<file path="src/rtl/div_pkg.sv">
// Shared types and constants for the sequential signed divider.
// Holds the FSM state encoding, the default operand width and the 7-seg glyphs.
package div_pkg;

    localparam int WIDTH = 8;

    typedef enum logic [2:0] {
        IDLE,
        PREP,
        ITER,
        FIX,
        HOLD
    } state_t;

    // Active-low segments, bit order {g,f,e,d,c,b,a}
    localparam logic [6:0] SEG_0 = 7'b1000000;
    localparam logic [6:0] SEG_1 = 7'b1111001;
    localparam logic [6:0] SEG_2 = 7'b0100100;
    localparam logic [6:0] SEG_3 = 7'b0110000;
    localparam logic [6:0] SEG_4 = 7'b0011001;
    localparam logic [6:0] SEG_5 = 7'b0010010;
    localparam logic [6:0] SEG_6 = 7'b0000010;
    localparam logic [6:0] SEG_7 = 7'b1111000;
    localparam logic [6:0] SEG_8 = 7'b0000000;
    localparam logic [6:0] SEG_9 = 7'b0010000;
    localparam logic [6:0] SEG_A = 7'b0001000;
    localparam logic [6:0] SEG_B = 7'b0000011;
    localparam logic [6:0] SEG_C = 7'b1000110;
    localparam logic [6:0] SEG_D = 7'b0100001;
    localparam logic [6:0] SEG_E = 7'b0000110;
    localparam logic [6:0] SEG_F = 7'b0001110;

endpackage

</file>
<file path="src/rtl/divider_8_hex_driver.sv">
// Combinational nibble-to-glyph decoder for one active-low seven-segment digit.
module hex_driver (
    input  logic [3:0] nibble,
    output logic [6:0] seg
);
    import div_pkg::*;

    always_comb begin
        seg = SEG_0;
        case (nibble)
            4'h0: seg = SEG_0;
            4'h1: seg = SEG_1;
            4'h2: seg = SEG_2;
            4'h3: seg = SEG_3;
            4'h4: seg = SEG_4;
            4'h5: seg = SEG_5;
            4'h6: seg = SEG_6;
            4'h7: seg = SEG_7;
            4'h8: seg = SEG_8;
            4'h9: seg = SEG_9;
            4'hA: seg = SEG_A;
            4'hB: seg = SEG_B;
            4'hC: seg = SEG_C;
            4'hD: seg = SEG_D;
            4'hE: seg = SEG_E;
            4'hF: seg = SEG_F;
            default: seg = SEG_0;
        endcase
    end

endmodule

</file>
<file path="src/rtl/divider_8.sv">
// Sequential signed restoring divider: B / switches -> quotient in B, remainder in A.
// One quotient bit per cycle on magnitudes, signs fixed up at the end (C truncation).
module divider_8 #(
    parameter int WIDTH = 8
) (
    input  logic             clk,
    input  logic             reset,
    input  logic             clear,
    input  logic             execute,
    input  logic [WIDTH-1:0] switches,
    output logic [WIDTH-1:0] Aval,
    output logic [WIDTH-1:0] Bval,
    output logic             div0,
    output logic [6:0]       AhexL,
    output logic [6:0]       AhexU,
    output logic [6:0]       BhexL,
    output logic [6:0]       BhexU
);
    import div_pkg::*;

    localparam int CNT_W = (WIDTH > 1) ? $clog2(WIDTH) : 1;

    state_t                  state;
    logic [WIDTH-1:0]        q;
    logic [WIDTH-1:0]        m;
    logic [WIDTH:0]          r;
    logic [CNT_W-1:0]        count;
    logic                    sign_q;
    logic                    sign_r;

    logic [WIDTH:0]          r_sh;
    logic [WIDTH-1:0]        q_sh;
    logic signed [WIDTH+1:0] trial;
    logic [WIDTH-1:0]        b_mag;
    logic [WIDTH-1:0]        d_mag;

    // Unsigned magnitude; the most negative value maps onto itself (|0x80| = 0x80).
    function automatic logic [WIDTH-1:0] magnitude(input logic [WIDTH-1:0] x);
        return x[WIDTH-1] ? (~x + 1'b1) : x;
    endfunction

    function automatic logic [WIDTH-1:0] apply_sign(input logic [WIDTH-1:0] mag,
                                                    input logic             neg);
        return neg ? (~mag + 1'b1) : mag;
    endfunction

    always_comb begin
        r_sh  = {r[WIDTH-1:0], q[WIDTH-1]};
        q_sh  = {q[WIDTH-2:0], 1'b0};
        trial = $signed({1'b0, r_sh}) - $signed({2'b00, m});
        b_mag = magnitude(Bval);
        d_mag = magnitude(switches);
    end

    always_ff @(posedge clk or negedge reset) begin
        if (!reset) begin
            state  <= IDLE;
            Aval   <= '0;
            Bval   <= '0;
            div0   <= 1'b0;
            q      <= '0;
            m      <= '0;
            r      <= '0;
            count  <= '0;
            sign_q <= 1'b0;
            sign_r <= 1'b0;
        end else begin
            case (state)
                IDLE: begin
                    if (!clear) begin
                        Bval <= switches;
                        Aval <= '0;
                        div0 <= 1'b0;
                    end else if (!execute) begin
                        state <= PREP;
                    end
                end
                PREP: begin
                    sign_q <= Bval[WIDTH-1] ^ switches[WIDTH-1];
                    sign_r <= Bval[WIDTH-1];
                    q      <= b_mag;
                    m      <= d_mag;
                    r      <= '0;
                    count  <= '0;
                    if (switches == '0) begin
                        Bval  <= '1;
                        Aval  <= Bval;
                        div0  <= 1'b1;
                        state <= HOLD;
                    end else begin
                        state <= ITER;
                    end
                end
                ITER: begin
                    // Restoring step: keep the subtraction only when it did not go negative
                    if (!trial[WIDTH+1]) begin
                        r <= trial[WIDTH:0];
                        q <= {q_sh[WIDTH-1:1], 1'b1};
                    end else begin
                        r <= r_sh;
                        q <= q_sh;
                    end
                    count <= count + 1'b1;
                    if (count == CNT_W'(WIDTH - 1)) begin
                        state <= FIX;
                    end
                end
                FIX: begin
                    Bval  <= apply_sign(q, sign_q);
                    Aval  <= apply_sign(r[WIDTH-1:0], sign_r);
                    state <= HOLD;
                end
                HOLD: begin
                    if (execute) begin
                        state <= IDLE;
                    end
                end
                default: state <= IDLE;
            endcase
        end
    end

    hex_driver u_hex_al (.nibble(Aval[3:0]), .seg(AhexL));
    hex_driver u_hex_au (.nibble(Aval[7:4]), .seg(AhexU));
    hex_driver u_hex_bl (.nibble(Bval[3:0]), .seg(BhexL));
    hex_driver u_hex_bu (.nibble(Bval[7:4]), .seg(BhexU));

endmodule

</file>
<file path="config.mk">
export PLATFORM = sky130hd
export DESIGN_NAME = divider_8
export DESIGN_NICKNAME = d
export VERILOG_FILES = /design/src/rtl/div_pkg.sv /design/src/rtl/divider_8_hex_driver.sv /design/src/rtl/divider_8.sv
export SDC_FILE = /design/constraint.sdc
export NUM_CORES = 1
export LEC_CHECK = 0
export ABC_AREA = 1
export ABC_CLOCK_PERIOD_IN_PS = 2350
export CORE_ASPECT_RATIO = 0.8
export CORE_MARGIN = 5
export CORE_UTILIZATION = 45
export DETAILED_ROUTE_END_ITERATION = 10
export MAX_ROUTING_LAYER = met4
export PLACE_DENSITY = 0.68
export REMOVE_ABC_BUFFERS = 1
export SLEW_MARGIN = 0
export SYNTH_ARGS = -nofsm -noshare
export SYNTH_HDL_FRONTEND = slang
export SYNTH_SLANG_ARGS = --single-unit
export TNS_END_PERCENT = 1
</file>
<file path="constraint.sdc">
create_clock -name clk -period 2.35 [get_ports clk]
set_clock_uncertainty 0.2 [all_clocks]
set_input_delay 0.47 -clock clk [delete_from_list [all_inputs] [get_ports clk]]
set_output_delay 0.47 -clock clk [all_outputs]
set_load 0.1 [all_outputs]
</file>
==> metrics.md <==
| Metric | Value |
|---|---|
| Clk root buf | clkbuf_16 |
| Total congestion overflow | 0 |
| Synth area leader | dfrtp_1 |
| Top post-synthesis cells by area | dfrtp_1 29%, nand2_1 14%, ha_1 11% |
| Final setup violation count | 4 |
| # H-tree levels | 2 |
| Met3 routed wirelength | roughly 580 um |
| Longest Clk Path Bufs | 2 |
| Die height | 96.3 um |
| Area delta synth->final | 36.9% |
| Hold/Removal Path Class | in2async |
| Slew margin rel. | 52.8% |
| CTS tree | done |
| Initial Util | 46.2% |
| Placed inst area | 5310 um2 |
| Worst-Skew Late Latency | 300 ps |
| Final worst path period share | 102% |
| Largest net degree at the start of global routing | 32 |
| Total GRT Usage | 21.2% |
| Ys flop type | dfrtp_1 |
| DRC viols | 0 |
| Reg-to-Reg Start | r[1] |
| Drt total wl | approximately 12000 um |
| Max-Cap Viols | 0 |
| CP endpoint kind | primary output |
| Endpoints failing hold | 0 |
| Post-DR wirelength/cell | roughly 15 um |
| Drt first pass iters | 7 |
| Max Used Layer | met4 |
| DRT antenna net count | 0 |
| Worst setup path class | reg2out |
| Clock slew at the register clock pins of the worst setup and hold paths | 70 ps |
| Synth Area in Adders | 11.8% |
| Wire length on met1 | 5720 um |
| Post-synth EDFFs | 0 |
| Vias per inst | about 5.4 |
| DRT iter0 DRCs | 361 |
| Post-synthesis async set-or-reset flop share | 100% |
| Crit path required time | 1680 ps |
| Finished Cell Area | between 5000 and 6000 um2 |
| Mapped Avg Cell Area | approximately 7.0 um2 |
| Yosys warning total | 0 |
| # rows | 31 |
| Status | finished with violations |
| Detailed-route via count | 4342 |
| Mux contribution to synthesized area | 0% |
| First-pass GRT wire length | 19600 um |
| Ant. Diodes | 0 |
| RD Place Congestion | 0.916 |
| Cells after Synth | about 600 |
| Core Footprint | 9080 um2 |
| Fin util | 63.3% |
| Post-synthesis cell area | 4190 um2 |
| Antenna violations before repair | 0 |
| Number of global-route vias before repair | 4057 |
| Fin. max-slew vios | 0 |
| RSZ-0062 raised after global routing | true |
| DIE WIDTH | 118 um |
| Critical path arrival | 1720 ps |
| Share of the synthesized area in the top cell type | 29.2% |
| Synth Area in Simple Gates | 28.6% |
| Worst Reg-to-Reg Cells | 11 |
| IO Port Bufs | 56 |
| Layout cells sized above 1 | 26.4% |
| Final HPWL DP | between 9000 and 10000 um |
| Met2 Routed Length | 5790 um |
| Fin worst setup slack | -43.6 ps |
| Synthesis-stage register bit count | 49 |
| I/O pin count | 57 |
| Crit path launch type | register |
| Failing checks | negative setup slack |
| Num CTS Buffers | 5 |
| Die Area | about 11000 um2 |
| Yosys cell types | 39 |
| Reg-to-reg slack, setup | roughly 240 ps |
| Final #Nets | around 740 |
| Worst Max-Slew Pin Slew | 707 ps |
| Main combinational cell family by area after synthesis | simple AND/OR/NAND/NOR gates |
| CP Max Fanout | 3 |
| Fmax | 418 MHz |
| Clk sink count | between 40 and 50 |
| XOR/XNOR share of the synthesized area | 2.09% |
| Final Critical Period | 2390 ps |
| Register area share after synthesis | 29.2% |
| R2R Path End | r[6] |
| Complex-gate fraction of the synthesized area | 18.2% |
## layout by cell type (no fill, tap or decap), types with 11 or more instances in the layout
cell type  count
inv_1         55
ha_1          30
buf_12        34
buf_4         52
nand2_1      160
o21ai_0       37
nand3_1       43
inv_2         19
dfrtp_1       39
o21ai_1       11
a21oi_1       17
nand4_1       12
nor2_1        38
nand2_2       11
## per-stage QoR
step | instances | TNS [ps] | hold WS [ps] | setup WS, ps
floorplan | 577 | -41960 | -25.6 | -3370
global placement | 776 | 0 | 271 | 129
detailed placement | 776 | 0 | 275 | 82.1
CTS | 784 | -154 | 50.6 | -47.2
global route | 801 | -661 | 82.3 | -98.2
finish | 801 | -85.9 | 21.1 | -43.6
## state kept, by name, summed over array words and instances, names as in the netlist
name / flops
Aval: 8
Bval: 8
m: 8
q: 8
r: 8
count: 3
state: 3
div0: 1
sign_q: 1
sign_r: 1
## worst max-delay path, stage by stage, from the launching register on
cell       delay (ps)
dfrtp_1           370
buf_4             140
ha_2              180
nand2_1            80
inv_1              80
a21oi_2            30
o21ai_0           180
bufbuf_16         350
## logic make-up (layout without fill, tap and decap cells)
kind of cell             count (synthesis)  count (layout)
AND/OR/NAND/NOR                        277             277
flip-flops                              49              49
AO/OA/AOI/OAI                          124             124
XOR/XNOR                                10              10
buffers and inverters                   99             187
adder cells (fa/ha/maj)                 39              39
## layout make-up
type	instances	area, um2
Clock buffer	5	125
Clock inverter	3	25.0
Fill cell	791	3330
Inverter	78	304
Multi-Input combinational cell	450	2650
Sequential cell	49	1240
Tap cell	115	144
Timing Repair Buffer	101	1260
## how the worst max path moves through the flow
stage	slack [ps]	from	to	cells after the start
2_1_floorplan	-3370	Bval[0]	BhexL[5]	3
3_3_place_gp	130	switches[0]	Bval[6]	10
3_5_place_dp	80	switches[0]	Bval[3]	10
4_1_cts	-50	Aval[0]	AhexL[3]	6
5_1_grt	-100	Aval[1]	AhexL[3]	7
6_report	-40	Aval[0]	AhexL[3]	7
## synth_stat cells, drive strengths merged (2+ instances only)
cell and number:
o221ai 4, nand4 12, clkinv 2, ha 38, xor2 7, dfrtp 49
o22ai 10, xnor2 3, nand2 171, o211ai 8, a31oi 3, o21bai 4
o31ai 4, nor3 3, inv 76, nand3b 2, a22o 2, buf 11
nor2 42, clkbuf 10, o21ai 58, nand3 46, a21oi 25
## metal layers
layer / track usage, % / vias to the layer above
li1: - / 2155
met1: 28.9 / 2038
met2: 34.7 / 136
met3: 2.88 / 13
met4: 3.44 / 0
met5: - / -
## what timing repair did
| item | 4_1_cts | 5_1_grt |
|---|---|---|
| buffers inserted | 0 | 17 |
| setup endpoints to repair | 21 | 28 |
| pin swaps | 0 | 2 |
| resized for setup | 24 | 32 |
| hold buffers | 0 | 0 |
Power is not shown: default switching activity piles up to over one toggle a cycle in this logic, so the estimate is an artifact.
